### config.mk
export PLATFORM = sky130hd
export DESIGN_NAME = dps_periph_router
export DESIGN_NICKNAME = d
export VERILOG_FILES = /design/src/rtl/dps_periph_router.sv
export SDC_FILE = /design/constraint.sdc
export NUM_CORES = 1
export LEC_CHECK = 0
export ABC_CLOCK_PERIOD_IN_PS = 3600
export BUFFER_PORTS_ARGS = -buffer_cell sky130_fd_sc_hd__buf_2
export CORE_AREA = 3 3 118 120
export DETAILED_ROUTE_END_ITERATION = 8
export DIE_AREA = 0 0 121 123
export GPL_ROUTABILITY_DRIVEN = 0
export GPL_TIMING_DRIVEN = 0
export PLACE_DENSITY_LB_ADDON = 0.25
export SLEW_MARGIN = 20
export SYNTH_ARGS = -nofsm -noshare
export SYNTH_HDL_FRONTEND = slang
export SYNTH_SLANG_ARGS = --single-unit
### constraint.sdc
create_clock -name iCLOCK -period 3.6 [get_ports iCLOCK]
set_clock_uncertainty 0.1 [all_clocks]
set_input_delay 0.18 -clock iCLOCK [delete_from_list [all_inputs] [get_ports iCLOCK]]
set_output_delay 0.18 -clock iCLOCK [all_outputs]
set_load 0.03 [all_outputs]
### src/rtl/dps_periph_router.sv
// dps_periph_router
//   Front end between the core's DPS port and P_CH peripheral windows.
//   Decodes each request into a channel window, tracks one outstanding read
//   (with a response timeout), and funnels per-channel level IRQs into a
//   single CPU IRQ request/acknowledge handshake.
//
// Handshakes:
//   DPS request : accepted when iDPS_REQ && !oDPS_BUSY in the same cycle.
//   Channel req : oCH_REQ one-hot, combinational in the accept cycle.
//   Read return : oDPS_VALID is a one-cycle strobe; oDPS_ERR/oDPS_DATA are
//                 meaningful only while it is high.
//   IRQ         : oDPS_IRQ_REQ held until iDPS_IRQ_ACK, which produces a
//                 one-cycle oCH_IRQ_ACK to the granted source.
//
// Ports:
//   iCLOCK, inRESET              clock, async active-low reset
//   iDPS_* / oDPS_*              CPU side request, read return and IRQ
//   oCH_* / iCH_*                peripheral side (broadcast + per-channel)
//   oDBG_RD_STATE, oDBG_IRQ_STATE  FSM state for observation
//
// Configuration macro:
//   DPS_ROUTER_IRQ_RR_EN  defined: round-robin IRQ arbitration;
//                         undefined: fixed priority, lowest index wins.
module dps_periph_router #(
    parameter int          P_CH       = 4,
    parameter int          P_WIN_LOG2 = 8,
    parameter int          P_TIMEOUT  = 255,
    parameter logic [5:0]  P_IRQ_BASE = 6'h36
) (
    input  logic                  iCLOCK,
    input  logic                  inRESET,
    input  logic                  iDPS_REQ,
    output logic                  oDPS_BUSY,
    input  logic                  iDPS_RW,
    input  logic [31:0]           iDPS_ADDR,
    input  logic [31:0]           iDPS_DATA,
    output logic                  oDPS_VALID,
    output logic [31:0]           oDPS_DATA,
    output logic                  oDPS_ERR,
    output logic [P_CH-1:0]       oCH_REQ,
    input  logic [P_CH-1:0]       iCH_BUSY,
    output logic                  oCH_RW,
    output logic [P_WIN_LOG2-1:0] oCH_ADDR,
    output logic [31:0]           oCH_DATA,
    input  logic [P_CH-1:0]       iCH_VALID,
    input  logic [32*P_CH-1:0]    iCH_DATA,
    input  logic [P_CH-1:0]       iCH_IRQ,
    output logic [P_CH-1:0]       oCH_IRQ_ACK,
    output logic                  oDPS_IRQ_REQ,
    output logic [5:0]            oDPS_IRQ_NUM,
    input  logic                  iDPS_IRQ_ACK,
    output logic [1:0]            oDBG_RD_STATE,
    output logic                  oDBG_IRQ_STATE
);

    localparam int CH_W = (P_CH > 1) ? $clog2(P_CH) : 1;
    typedef logic [CH_W-1:0] ch_idx_t;

    typedef enum logic [1:0] {RD_IDLE = 2'd0, RD_WAIT = 2'd1, RD_ERR = 2'd2} rd_state_e;
    typedef enum logic       {IRQ_IDLE = 1'b0, IRQ_REQ = 1'b1} irq_state_e;

    rd_state_e  rd_state_q, rd_state_d;
    ch_idx_t    rd_ch_q, rd_ch_d;
    logic [15:0] cnt_q, cnt_d;
    irq_state_e irq_state_q, irq_state_d;
    ch_idx_t    g_q, g_d;
    ch_idx_t    pick;

    logic [31:0] sel;
    ch_idx_t     sel_idx;
    logic        mapped;
    logic        accept;

    assign oCH_RW   = iDPS_RW;
    assign oCH_ADDR = iDPS_ADDR[P_WIN_LOG2-1:0];
    assign oCH_DATA = iDPS_DATA;

    assign sel     = iDPS_ADDR >> P_WIN_LOG2;
    assign sel_idx = sel[CH_W-1:0];
    assign mapped  = (sel < 32'(P_CH));

    assign oDPS_BUSY = (rd_state_q != RD_IDLE) || (|iCH_BUSY);
    // Gating with inRESET keeps oCH_REQ low while reset is held.
    assign accept    = iDPS_REQ && !oDPS_BUSY && inRESET;

    assign oDBG_RD_STATE  = rd_state_q;
    assign oDBG_IRQ_STATE = irq_state_q;

    // ---------------- read path ----------------
    always_comb begin
        rd_state_d = rd_state_q;
        rd_ch_d    = rd_ch_q;
        cnt_d      = cnt_q;
        oCH_REQ    = '0;
        oDPS_VALID = 1'b0;
        oDPS_ERR   = 1'b0;
        oDPS_DATA  = '0;
        case (rd_state_q)
            RD_IDLE: begin
                if (accept) begin
                    if (mapped) begin
                        oCH_REQ[sel_idx] = 1'b1;
                        if (!iDPS_RW) begin
                            rd_ch_d    = sel_idx;
                            cnt_d      = '0;
                            rd_state_d = RD_WAIT;
                        end
                    end else if (!iDPS_RW) begin
                        rd_state_d = RD_ERR;
                    end
                end
            end
            RD_WAIT: begin
                // A valid arriving in the expiry cycle still wins.
                if (iCH_VALID[rd_ch_q]) begin
                    oDPS_VALID = 1'b1;
                    oDPS_DATA  = iCH_DATA[int'(rd_ch_q)*32 +: 32];
                    rd_state_d = RD_IDLE;
                end else if (cnt_q == 16'(P_TIMEOUT - 1)) begin
                    rd_state_d = RD_ERR;
                end else begin
                    cnt_d = cnt_q + 16'd1;
                end
            end
            RD_ERR: begin
                oDPS_VALID = 1'b1;
                oDPS_ERR   = 1'b1;
                rd_state_d = RD_IDLE;
            end
            default: rd_state_d = RD_IDLE;
        endcase
    end

    // ---------------- IRQ arbitration ----------------
`ifdef DPS_ROUTER_IRQ_RR_EN
    ch_idx_t ptr_q, ptr_d;

    // Search upward from the pointer, wrapping at P_CH; first hit wins.
    always_comb begin
        logic found;
        found = 1'b0;
        pick  = '0;
        for (int i = 0; i < P_CH; i++) begin
            if (!found && iCH_IRQ[(int'(ptr_q) + i) % P_CH]) begin
                pick  = ch_idx_t'((int'(ptr_q) + i) % P_CH);
                found = 1'b1;
            end
        end
    end
`else
    // Descending scan so the lowest set index is the last write.
    always_comb begin
        pick = '0;
        for (int i = P_CH - 1; i >= 0; i--) begin
            if (iCH_IRQ[i]) pick = ch_idx_t'(i);
        end
    end
`endif

    always_comb begin
        irq_state_d  = irq_state_q;
        g_d          = g_q;
        oCH_IRQ_ACK  = '0;
        oDPS_IRQ_REQ = 1'b0;
`ifdef DPS_ROUTER_IRQ_RR_EN
        ptr_d        = ptr_q;
`endif
        case (irq_state_q)
            IRQ_IDLE: begin
                if (|iCH_IRQ) begin
                    g_d         = pick;
                    irq_state_d = IRQ_REQ;
                end
            end
            IRQ_REQ: begin
                oDPS_IRQ_REQ = 1'b1;
                if (iDPS_IRQ_ACK) begin
                    oCH_IRQ_ACK[g_q] = 1'b1;
                    irq_state_d      = IRQ_IDLE;
`ifdef DPS_ROUTER_IRQ_RR_EN
                    ptr_d = (int'(g_q) == P_CH - 1) ? '0 : g_q + ch_idx_t'(1);
`endif
                end
            end
            default: irq_state_d = IRQ_IDLE;
        endcase
    end

    // g resets to 0, so the number reads P_IRQ_BASE whenever reset is held.
    assign oDPS_IRQ_NUM = P_IRQ_BASE + 6'(g_q);

    // ---------------- state registers ----------------
    always_ff @(posedge iCLOCK or negedge inRESET) begin
        if (!inRESET) begin
            rd_state_q  <= RD_IDLE;
            rd_ch_q     <= '0;
            cnt_q       <= '0;
            irq_state_q <= IRQ_IDLE;
            g_q         <= '0;
        end else begin
            rd_state_q  <= rd_state_d;
            rd_ch_q     <= rd_ch_d;
            cnt_q       <= cnt_d;
            irq_state_q <= irq_state_d;
            g_q         <= g_d;
        end
    end

`ifdef DPS_ROUTER_IRQ_RR_EN
    always_ff @(posedge iCLOCK or negedge inRESET) begin
        if (!inRESET) ptr_q <= '0;
        else          ptr_q <= ptr_d;
    end
`endif

endmodule

# == Word-level counts from Yosys, hierarchy flattened ==
# Cells that the tools add are included.
# classes
addsub,2
n_lt_le_gt_ge,6
eq_ne,9
shift,1
mux,37
n_bitwise,2
n_reduce_logical,15
# ops
op,count
$shiftx A128 B8 Y32,1
$mux W16,5
$mux W32,2
$pmux W16 S2,1
$lt A24 B3 Y1 const B,1
$mux W2,10
$mux W4,5
$add A16 B1 Y16 const B,1
$eq A16 B8 Y1 const B,1
$ne A2 B2 Y1 const B,5
$lt A2 B3 Y1 const B,3
$mux W1,8
$reduce_or A4 Y1,2
$add A5 B3 Y6 const A,1
$reduce_and A6 Y1,1
$demux W1 S2,2
$ge A2 B1 Y1 const B,2
$logic_and A1 B1 Y1,4
$pmux W1 S2,2
$pmux W2 S2,1
$reduce_and A4 Y1,1
$reduce_bool A2 Y1,2
$ne A3 B3 Y1 const B,1
$reduce_and A3 Y1,1
8 further kinds,9
# word_totals
regBits,23
input_bits,209
output_inout_bits,94
elab_cells,77

# == Depth between registers and ports, before layout ==
# Gate-level depths: netlist of run 1.
# depth
ltp_word,7
ltp_mapped,9
ltp_nobuf,7

# == Worst setup path before layout of run 1 ==
# OpenSTA, ideal clock, no wires.
# synth_path
path_type,flip-flop to output port
startpoint,"register rd_state_q[0], in the netlist oDBG_RD_STATE[0]"
endpoint,output port oCH_REQ[0]
arrival_time_ns,2.316
required_time_ns,3.320
slack_ns,1.004
path_stages_with_launch,6
n_path_buf,0
cell_sequence,dfrtp_1 > inv_1 > ha_1 > nand2_1 > nor4_1 > nor3b_1
# synth_via
elab_chain_len,7
word_cells_on_any_way,8
cone_classes,mux (2); reduce/logical (6)
# synth_lines
item,line,text
start: declaration,62,"rd_state_e rd_state_q, rd_state_d;"
start signal: assignment,201,rd_state_q <= rd_state_d;
$reduce_bool A2 Y1,82,assign oDPS_BUSY = (rd_state_q != RD_IDLE) || (|iCH_BUSY);
$logic_or A1 B1 Y1,82,
net oDPS_BUSY,33,"output logic oDPS_BUSY,"
$logic_not A1 Y1,84,assign accept = iDPS_REQ && !oDPS_BUSY && inRESET;
$logic_and A1 B1 Y1 (2 in a row),84,
$mux W4,100,if (accept) begin
$mux W4,98,case (rd_state_q)
end: declaration,40,"output logic [P_CH-1:0] oCH_REQ,"
# The timed path passes the listed nets, and every way through them passes these cells.

# == Worst setup path in the final report of run 1 ==
# layout_path
startpoint,input port inRESET
endpoint,register rd_ch_q[0]
# layout_via
elab_chain_len,2
# layout_lines
item,line,text
start: declaration,31,"input logic inRESET,"
$logic_and A1 B1 Y1,84,
$reduce_and A4 Y1 (no line),n/a,
end signal: assignment,202,rd_ch_q <= rd_ch_d;
end: declaration,63,"ch_idx_t rd_ch_q, rd_ch_d;"
# No other way between the ends.
# A chain may end at the register's enable or synchronous reset.

==> flow_metrics.tcl, run 1 <==
set metrics [dict create \
    irDropWorstVdd_uv 118 \
    power.share.clock 0.235 \
    syn_to_final_growth_pct 56.4 \
    detail_route.iter0.violations 131 \
    synth_largest_type_area_fraction 0.259 \
    seq_power_share 0.262 \
    max_clock_freq_ghz 0.348 \
    seq_area_frac_synth 0.201 \
    switchingPower_uw 424 \
    synth_area_leaders "sky130_fd_sc_hd__mux4_2, sky130_fd_sc_hd__dfrtp_1, sky130_fd_sc_hd__buf_4, sky130_fd_sc_hd__and3_1, sky130_fd_sc_hd__o31ai_1" \
    timing.hold.worst.start "iCH_IRQ[1]" \
    p_comb_frac 0.503 \
    synth_edf_count 0 \
    clkLatencyLatePin_ns 0.26 \
    period_minus_slack_ns 2.88 \
    netSwitchingFraction 0.398 \
    rrSetupSlack_ns 0.83 \
    die_x_um 121 \
    global_route.overflow_total 0 \
    final_cells 746 \
    cts-htree-levels 1 \
    synth_seq_cells 23 \
    required_ns 3.65 \
    dpl.cell_count 740 \
    grt_first_pass_wirelength_um 17300 \
    synth-warning-count 0 \
    yosys.cell_types.count 43 \
    antenna_found_initial 1 \
    power_density_mw_per_mm2 238 \
    report.final.slew_viol_count 0 \
    clk_pin_slew_ns 0.07 \
    design.die.area_mm2 0.0149 \
    fin_util 0.343 \
    crit_type "input port to flip-flop" \
    grt_setup_unrepaired "false" \
    p_int_uw 642 \
    hold_path_end "g_q[0]" \
    core-area_mm2 0.0131 \
    detailedRoute.firstPassIterationCount 4 \
    cts.sinks 23 \
    grt_start_max_net_pins 26 \
    total_track_usage 0.143 \
    slew-limit-headroom 0.372 \
    route.detailed.vias_per_inst 4.63 \
    io_buffers 260 \
    run_status "completed" \
    postSynth.topFlopCell "sky130_fd_sc_hd__dfrtp_1" \
    ctsResizeCount 0 \
    std_cell_rows 42 \
    setup_tns_ns 0 \
    drc 0 \
    fin_nets 784 \
    hold_viol_final 0 \
    fin_crit_sh 0.799 \
    ant_nets 0 \
    cp.arrival_ns 2.93 \
    whs_path_depth 3 \
    rr_startpoint "oDBG_RD_STATE[0]" \
    detail_route.wirelength_um 11700 \
    syn-mean-instance-area_um2 9.47 \
    leakage_nw 2.36 \
    root_buffer "sky130_fd_sc_hd__clkbuf_16" \
    cts_inserted_buffers 3 \
    floorplan.initialDensity 0.219 \
    hp-class "input port to flip-flop" \
    syn-instance-count 303 \
    crit_path_end_kind "flip-flop" \
    report.final.setup_viol 0 \
    setup.worst_path.start_class "input port" \
    asyncSetResetFlopFracSynth 1.00 \
    worst_path_fanout_max 25 \
    boundaryPins 303 \
    detailed_place_hpwl_um 10100 \
    first_global_vias 3516 \
    yosysTopAreaCell "sky130_fd_sc_hd__mux4_2" \
    regToRegEndpoint "rd_ch_q[0]" \
    summed_instance_area_of_the_synthesized_netlist_mm2 0.00287 \
    timing_worst_slew_pin_value_ns 0.934 \
    p_total_mw 1.07 \
    max_cap_viol_count 0 \
    clock_tree.buffer_depth 2 \
    cts_tree "done" \
    route.vias.total 3451 \
    die_height_um 123 \
    worst-r2r-cell-count 6 \
    routed_wire_length_per_instance_um 15.7 \
    post_route_cells_drive_above_1_share 0.613 \
]
## worst max-delay path, stage by stage
cell and delay, ns:
sky130_fd_sc_hd__dlygate4sd3_1 0.52, sky130_fd_sc_hd__buf_2 0.49, sky130_fd_sc_hd__nand2_1 0.14, sky130_fd_sc_hd__or4b_2 0.70, sky130_fd_sc_hd__nor3_1 0.49, sky130_fd_sc_hd__mux2_2 0.40
## cells in the mapped netlist (2+ instances only)
master / n
sky130_fd_sc_hd__inv_1: 9
sky130_fd_sc_hd__a21o_1: 2
sky130_fd_sc_hd__o21ai_0: 7
sky130_fd_sc_hd__mux2_2: 2
sky130_fd_sc_hd__ha_1: 5
sky130_fd_sc_hd__and3_1: 35
sky130_fd_sc_hd__a21oi_1: 12
sky130_fd_sc_hd__o31ai_1: 13
sky130_fd_sc_hd__buf_1: 3
sky130_fd_sc_hd__nand4_1: 4
sky130_fd_sc_hd__clkbuf_1: 15
sky130_fd_sc_hd__nand2_1: 17
sky130_fd_sc_hd__or4_1: 5
sky130_fd_sc_hd__a31oi_1: 2
sky130_fd_sc_hd__and2_1: 2
sky130_fd_sc_hd__o21a_1: 3
sky130_fd_sc_hd__nor4_1: 9
sky130_fd_sc_hd__o22ai_1: 2
sky130_fd_sc_hd__nand3_1: 10
sky130_fd_sc_hd__nor2_1: 14
sky130_fd_sc_hd__buf_4: 45
sky130_fd_sc_hd__buf_6: 2
sky130_fd_sc_hd__nor3_1: 6
sky130_fd_sc_hd__o41ai_1: 3
sky130_fd_sc_hd__dfrtp_1: 23
sky130_fd_sc_hd__o22a_1: 2
sky130_fd_sc_hd__and4_1: 3
sky130_fd_sc_hd__mux4_2: 33
## state kept, by name, summed over array words and instances, names as in the netlist
register / count
oDBG_IRQ_STATE: 1
oDBG_RD_STATE: 2
rd_ch_q: 2
g_q: 2
cnt_q: 16
## logic make-up (layout without fill, tap and decap cells)
family	after synthesis	in the layout	share of synthesized area
and+or+nand+nor	113	113	0.223
buffers and inverters	74	339	0.161
AOI/OAI and AO/OA	51	51	0.120
muxes	36	36	0.272
DFF	23	23	0.201
adders and majority gates	5	5	0.0218
other	1	3	0.00131
## metrics by stage
| step | instance area (µm²) | setup WS (ns) | hold slack (ns) |
|---|---|---|---|
| CTS | 4490 | 0.657 | 0.0586 |
| global route | 4490 | 0.477 | 0.0660 |
| detailed placement | 4400 | 0.892 | 0.131 |
| global placement | 4400 | 0.907 | 0.142 |
| finish | 4490 | 0.724 | 0.0614 |
| floorplan | 2870 | 1.00 | -0.216 |
## placed cells by master, fill, tap and decap left out, types with 2 or more instances in the layout
cell / count
sky130_fd_sc_hd__buf_2: 260
sky130_fd_sc_hd__buf_4: 45
sky130_fd_sc_hd__and3_1: 35
sky130_fd_sc_hd__mux4_2: 33
sky130_fd_sc_hd__dfrtp_1: 23
sky130_fd_sc_hd__nand2_1: 17
sky130_fd_sc_hd__clkbuf_1: 15
sky130_fd_sc_hd__nor2_1: 14
sky130_fd_sc_hd__o31ai_1: 13
sky130_fd_sc_hd__a21oi_1: 12
sky130_fd_sc_hd__nand3_1: 10
sky130_fd_sc_hd__inv_1: 9
sky130_fd_sc_hd__nor4_1: 9
sky130_fd_sc_hd__o21ai_0: 7
sky130_fd_sc_hd__nor3_1: 6
sky130_fd_sc_hd__or4_1: 5
sky130_fd_sc_hd__ha_1: 5
sky130_fd_sc_hd__nand4_1: 4
sky130_fd_sc_hd__buf_1: 3
sky130_fd_sc_hd__o21a_1: 3
sky130_fd_sc_hd__and4_1: 3
sky130_fd_sc_hd__o41ai_1: 3
sky130_fd_sc_hd__clkbuf_16: 3
sky130_fd_sc_hd__buf_6: 2
sky130_fd_sc_hd__a21o_1: 2
sky130_fd_sc_hd__o22ai_1: 2
sky130_fd_sc_hd__and2_1: 2
sky130_fd_sc_hd__mux2_2: 2
sky130_fd_sc_hd__a31oi_1: 2
sky130_fd_sc_hd__o22a_1: 2
sky130_fd_sc_hd__conb_1: 2
## layout make-up
class	count	area [µm²]
Clock inverter	1	5.00
Antenna cell	1	2.50
Tap cell	176	220
Inverter	9	33.8
Fill cell	1431	8600
Buffer	65	428
Timing Repair Buffer	261	1310
Clock buffer	3	75.1
Multi-Input combinational cell	207	1840
Sequential cell	23	576
## how the worst max path moves through the flow
| stage | start | endpoint | slack, ns | cells past startpoint |
|---|---|---|---|---|
| 3_5_place_dp | oDBG_RD_STATE[0] | cnt_q[12] | 0.89 | 9 |
| 4_1_cts | inRESET | oCH_REQ[0] | 0.66 | 6 |
| 3_3_place_gp | oDBG_RD_STATE[0] | rd_ch_q[0] | 0.91 | 6 |
| 5_1_grt | inRESET | oCH_REQ[0] | 0.48 | 6 |
| 2_1_floorplan | oDBG_RD_STATE[0] | oCH_REQ[0] | 1.00 | 5 |
| 6_report | inRESET | rd_ch_q[0] | 0.72 | 6 |
## repair_timing
action | in CTS | in global routing
hold buffers | 1 | 0
setup buffers | 0 | 0
endpoints found under the hold margin | 23 | 0
## per-layer routing
layer,vias to the layer above,track usage,wire length [µm]
met2,173,0.271,6480
met3,10,0.0480,1130
li1,1662,-,-
met4,0,0.0354,167
met5,-,0,0
met1,1606,0.153,3940
## power groups by stage
stage,combinational [mW],clock [mW],sequential (mW)
floorplan,0.319,0,0.302
global placement,0.531,0,0.284
detailed placement,0.537,0,0.285
CTS,0.540,0.261,0.280
global route,0.582,0.273,0.281
finish,0.537,0.250,0.280
Note: power is estimated with default switching activity, not from simulation.
==> inputs of run 2 (changes only) <==
--- a/config.mk
+++ b/config.mk
@@ -5,7 +5,7 @@
 export SDC_FILE = /design/constraint.sdc
 export NUM_CORES = 1
 export LEC_CHECK = 0
-export ABC_CLOCK_PERIOD_IN_PS = 3600
+export ABC_CLOCK_PERIOD_IN_PS = 2700
 export BUFFER_PORTS_ARGS = -buffer_cell sky130_fd_sc_hd__buf_2
 export CORE_AREA = 3 3 118 120
 export DETAILED_ROUTE_END_ITERATION = 8
==> constraint.sdc (replaced) <==
create_clock -name iCLOCK -period 2.7 [get_ports iCLOCK]
set_clock_uncertainty 0.1 [all_clocks]
set_input_delay 0.135 -clock iCLOCK [delete_from_list [all_inputs] [get_ports iCLOCK]]
set_output_delay 0.135 -clock iCLOCK [all_outputs]
set_load 0.03 [all_outputs]
==> run 2 against run 1 <==
  * Routed wire length up 0.15%
  * Flip-flop and latch count unchanged
  * First-iteration DRC count up 9.2%
  * Clock power up 32%
  * Critical path depth unchanged
  * Setup slack worse by 0.53 ns
  * Global-route usage up 0.058 points
  * Worst hold slack worse by 0.045 ns
  * Cell count up 0.13%
  * Combinational power up 36%
  * Via count up 0.90%
  * Critical path type is now flip-flop to flip-flop
  * Largest power group unchanged
==> flow_metrics.tcl, run 2 (synthesized netlist as in run 1, its figures left out) <==
set metrics [dict create \
    first_global_vias 3525 \
    floorplan.initialDensity 0.219 \
    fin_util 0.348 \
    drc 0 \
    syn_to_final_growth_pct 58.5 \
    fin_crit_sh 0.930 \
    timing.critical_path.slowest_cell_delay_ns 0.74 \
    run_status "completed" \
    setup.worst_path.start_class "flip-flop" \
    design.die.area_mm2 0.0149 \
    hp-class "input port to flip-flop" \
    clkLatencyLatePin_ns 0.26 \
    cp.arrival_ns 2.56 \
    post_route_cells_drive_above_1_share 0.637 \
    setup_tns_ns 0 \
    power_density_mw_per_mm2 315 \
    final_design_area_no_fill_mm2 0.00455 \
    timing_worst_slew_pin_value_ns 0.933 \
    switchingPower_uw 566 \
    report.final.slew_viol_count 0 \
    slowest_stage "sky130_fd_sc_hd__or4b_2" \
    grt_first_pass_wirelength_um 17300 \
    cp_top_family "simple AND/OR/NAND/NOR gates" \
    dp_area_mm2 0.00440 \
    most-common-layout-cells "sky130_fd_sc_hd__buf_2, sky130_fd_sc_hd__buf_4, sky130_fd_sc_hd__and3_1" \
    timing.critical_path.buf_inv 2 \
    cts-htree-levels 1 \
    global_route.peak_usage_layer "met2" \
    detail_route.iter0.violations 143 \
    grt_setup_unrepaired "false" \
    max_cap_viol_count 0 \
    cts_tree "done" \
    max_ffs_per_register 16 \
    clk_pin_slew_ns 0.07 \
    fin_nets 785 \
    irDropWorstVdd_uv 159 \
    clock_tree.buffer_depth 2 \
    crit_path_frequent_cell "sky130_fd_sc_hd__inv_1" \
    cts.sinks 23 \
    hold_viol_final 0 \
    core-area_mm2 0.0131 \
    p_int_uw 869 \
    grt_start_max_net_pins 24 \
    detail_route.wirelength_um 11700 \
    root_buffer "sky130_fd_sc_hd__clkbuf_16" \
    worst_path_fanout_max 6 \
    crit_path_end_kind "flip-flop" \
    routed_wire_length_per_instance_um 15.7 \
    die_height_um 123 \
    crit_type "flip-flop to flip-flop" \
    leakage_nw 2.41 \
    p_comb_frac 0.510 \
    max_flop_register "cnt_q" \
    global_route.overflow_total 0 \
    seq_power_share 0.260 \
    gr_layer_usage_met2 0.270 \
    boundaryPins 303 \
    cts_inserted_buffers 3 \
    netSwitchingFraction 0.394 \
    detailedRoute.firstPassIterationCount 4 \
    std_cell_rows 42 \
    required_ns 2.75 \
    ant_nets 0 \
    total_track_usage 0.144 \
    die_x_um 121 \
    global_route.usage.met3 0.0480 \
    worst_hold_slack_ns 0.0163 \
    report.final.setup_viol 0 \
    io_buffers 260 \
    period_minus_slack_ns 2.51 \
    dp_worst_setup_slack_ns -0.00765 \
    power.share.clock 0.230 \
    use_met1 0.155 \
    max_clock_freq_ghz 0.398 \
    detailed_place_hpwl_um 10100 \
    antenna_found_initial 1 \
    timing.critical_path.cells "inv_1, ha_2, inv_1, or4b_2, nor3_2, mux2_2" \
    timing.final.ws_setup_ns 0.190 \
    route.detailed.vias_per_inst 4.66 \
    final_common_cell "sky130_fd_sc_hd__buf_2" \
    route.vias.total 3482 \
    slew-limit-headroom 0.372 \
]
run 2: cell types whose count changed in the layout (fill, tap and decap cells not counted), sizes merged:
cell    previous run  this run
clkbuf            18        20
buf              310       309
run 2: through the flow:
stage	instances	power [mW]
finish	747	1.43
global route	747	1.53
CTS	746	1.45
detailed placement	740	1.10
global placement	740	1.09
floorplan	304	0.828
run 2: tightest hold or removal path: cells and delay by family:
| family | cells | cell delay, ns |
|---|---|---|
| buffers and inverters | 2 | 0.14 |
| AOI/OAI and AO/OA | 1 | 0.05 |
run 2: layout make-up:
type                    instances  area (µm²)
diodes                          1        2.50
plain buffers                  64         433
clock buffers                   3        75.1
clock inverters                 1        5.00
fillers                      1423        8540
inverters                       9        33.8
multi-input cells             207        1860
flip-flops and latches         23         576
well taps                     176         220
repair buffers                263        1340
run 2: final timing paths:
check	start	slack, ns	end	cells after the start
max	oDBG_RD_STATE[0]	0.19	rd_ch_q[0]	6
min	iCH_IRQ[1]	0.02	g_q[0]	3
max reg2reg	oDBG_RD_STATE[0]	0.19	rd_ch_q[0]	6
min reg2reg	cnt_q[14]	0.43	cnt_q[14]	1
max in group asynchronous	inRESET	2.04	oDBG_IRQ_STATE	3
min in group asynchronous	inRESET	0.31	cnt_q[7]	3
run 2: per-layer routing:
layer	part of all wire	routed length, µm	vias up
li1	-	-	1664
met1	0.34	3940	1638
met3	0.098	1150	12
met4	0.015	178	0
met2	0.55	6470	168
met5	0	0	-
run 2: repair_timing:
| action | in CTS | in global routing |
|---|---|---|
| endpoints found under the setup margin | 4 | 37 |
| resized for setup | 2 | 16 |
| hold buffers | 2 | 0 |
| hold endpoints to repair | 23 | 0 |
| setup buffers | 0 | 1 |
run 2: power groups by stage:
stage	combinational, mW	sequential (mW)	clock [mW]
finish	0.731	0.373	0.331
detailed placement	0.716	0.380	0
floorplan	0.425	0.403	0
global route	0.793	0.375	0.365
global placement	0.708	0.379	0
CTS	0.725	0.373	0.348
==> inputs of run 3 (changes only) <==
--- a/config.mk
+++ b/config.mk
@@ -13,6 +13,7 @@
 export GPL_ROUTABILITY_DRIVEN = 0
 export GPL_TIMING_DRIVEN = 0
 export PLACE_DENSITY_LB_ADDON = 0.25
+export RECOVER_POWER = 25
 export SLEW_MARGIN = 20
 export SYNTH_ARGS = -nofsm -noshare
 export SYNTH_HDL_FRONTEND = slang
==> run 3 against run 2 <==
  * Critical endpoint unchanged
  * Highest routed layer unchanged
  * Critical path type unchanged
  * Non-clock buffer count did not move
  * Cell count unchanged
  * Total power shrank 0.50%
==> flow_metrics.tcl, run 3 (synthesized netlist as in run 1, its figures left out) <==
set metrics [dict create \
    route.vias.total 3483 \
    required_ns 2.75 \
    detailedRoute.firstPassIterationCount 4 \
    first_global_vias 3525 \
    netSwitchingFraction 0.397 \
    clkLatencyLatePin_ns 0.26 \
    max_clock_freq_ghz 0.398 \
    leakage_nw 2.31 \
    rrSetupSlack_ns 0.19 \
    global_route.overflow_total 0 \
    syn_to_final_growth_pct 57.0 \
    rr_startpoint "oDBG_RD_STATE[0]" \
    final_common_cell "sky130_fd_sc_hd__buf_2" \
    irDropWorstVdd_uv 159 \
    fin_nets 785 \
    grt_setup_unrepaired "false" \
    cp_top_family "simple AND/OR/NAND/NOR gates" \
    crit_path_frequent_cell "sky130_fd_sc_hd__inv_1" \
    p_comb_frac 0.507 \
    setup_tns_ns 0 \
    power.share.clock 0.232 \
    timing.critical_path.buf_inv 2 \
    run_status "completed" \
    timing.critical_path.slowest_cell_delay_ns 0.74 \
    routed.top_layer "met4" \
    final.fill_count 1437 \
    slowest_stage "sky130_fd_sc_hd__or4b_2" \
    cts-htree-levels 1 \
    most-common-layout-cells "sky130_fd_sc_hd__buf_2, sky130_fd_sc_hd__buf_4, sky130_fd_sc_hd__clkbuf_1" \
    report.final.slew_viol_count 0 \
    hp-class "input port to flip-flop" \
    floorplan.initialDensity 0.219 \
    drc 0 \
    cp.arrival_ns 2.56 \
    max_cap_viol_count 0 \
    root_buffer "sky130_fd_sc_hd__clkbuf_16" \
    detail_route.wirelength_um 11800 \
    worst_path_fanout_max 6 \
    cts_tree "done" \
    cts.sinks 23 \
    io_buffers 260 \
    regToRegEndpoint "rd_ch_q[0]" \
    fin_util 0.344 \
    crit_type "flip-flop to flip-flop" \
    ant_nets 0 \
    total_track_usage 0.144 \
    slew-limit-headroom 0.372 \
    max_ffs_per_register 16 \
    hold_path_end "g_q[0]" \
    cts_inserted_buffers 3 \
    core-area_mm2 0.0131 \
    timing.hold.worst.start "iCH_IRQ[1]" \
    clk_pin_slew_ns 0.07 \
    switchingPower_uw 566 \
    antenna_found_initial 1 \
    die_height_um 123 \
    period_minus_slack_ns 2.51 \
    combined_area_of_the_multi_input_logic_cells_mm2 0.00186 \
    worst_hold_slack_ns 0.0163 \
    routed_wire_length_per_instance_um 15.7 \
    report.final.setup_viol 0 \
    routed-wl-met3_um 1160 \
    max_flop_register "cnt_q" \
    timing.critical_path.cells "inv_1, ha_2, inv_1, or4b_2, nor3_2, mux2_2" \
    die_x_um 121 \
    fin_crit_sh 0.930 \
    post_route_cells_drive_above_1_share 0.577 \
    power_density_mw_per_mm2 317 \
    crit_path_end_kind "flip-flop" \
    hold_viol_final 0 \
    worst-r2r-cell-count 6 \
    timing_worst_slew_pin_value_ns 0.933 \
    grt_start_max_net_pins 24 \
    met2_length_um 6460 \
    design.die.area_mm2 0.0149 \
    p_int_uw 861 \
    seq_power_share 0.261 \
    grt_first_pass_wirelength_um 17300 \
    clock_tree.buffer_depth 2 \
    setup.worst_path.start_class "flip-flop" \
    route.detailed.vias_per_inst 4.66 \
    routedLengthMet1_um 3970 \
    detailed_place_hpwl_um 10100 \
    std_cell_rows 42 \
    layout.area.seq_um2 576 \
    detail_route.iter0.violations 144 \
    boundaryPins 303 \
    whs_path_depth 3 \
]
## run 3: cell types whose count changed in the layout (fill, tap and decap cells not counted)
cell and delta:
sky130_fd_sc_hd__buf_2 -34, sky130_fd_sc_hd__clkbuf_1 +34
## run 3: how the worst max path moves through the flow
stage / start / endpoint / slack [ns] / cells past startpoint
after floorplan: oDBG_RD_STATE[0] / oCH_REQ[0] / 0.15 / 5
after global placement: oDBG_RD_STATE[0] / rd_ch_q[0] / 0.007 / 6
after detailed placement: oDBG_RD_STATE[0] / cnt_q[12] / -0.008 / 9
after CTS: rd_ch_q[1] / cnt_q[6] / 0.02 / 8
after global routing: oDBG_RD_STATE[1] / cnt_q[10] / 0.02 / 7
final: oDBG_RD_STATE[0] / rd_ch_q[0] / 0.19 / 6
## run 3: metrics by stage
stage	instance area, µm²	total power [mW]	worst slack, ns	cells
floorplan	2870	0.828	0.149	304
global placement	4400	1.09	0.00729	740
detailed placement	4400	1.10	-0.00765	740
CTS	4510	1.45	0.0193	746
global route	4510	1.53	0.0176	747
finish	4510	1.43	0.190	747
## run 3: cell type report
type | count | share of cell area
sequential | 23 | 0.128
buffer | 64 | 0.0961
antenna | 1 | 0.000555
inverter | 9 | 0.00750
multi-input combinational | 207 | 0.414
clock inverter | 1 | 0.00111
timing repair buffer | 263 | 0.288
clock buffer | 3 | 0.0167
tap | 176 | 0.0489
## run 3: metal layers
layer	vias to the layer above	GRT usage
met5	-	0
met4	0	0.0354
met3	12	0.0480
met2	168	0.270
met1	1639	0.155
li1	1664	-
## run 3: worst register-to-register path, delay by kind of cell (launching register included)
kind | cells | cell delay, ns
fa+ha+maj | 1 | 0.24
buf+inv | 2 | 0.20
flops | 1 | 0.43
mux | 1 | 0.38
simple gates | 2 | 1.04
## run 3: repair_timing
| item | CTS | global route |
|---|---|---|
| hold buffers | 2 | 0 |
| gates resized for setup | 2 | 16 |
| endpoints found under the setup margin | 4 | 37 |
| buffers inserted | 0 | 1 |
| endpoints found under the hold margin | 23 | 0 |
## run 3: power by group through the flow
stage | registers [mW] | clock network, mW | logic (mW)
finish | 0.373 | 0.331 | 0.724
global route | 0.375 | 0.365 | 0.786
CTS | 0.373 | 0.348 | 0.725
detailed placement | 0.380 | 0 | 0.716
global placement | 0.379 | 0 | 0.708
floorplan | 0.403 | 0 | 0.425
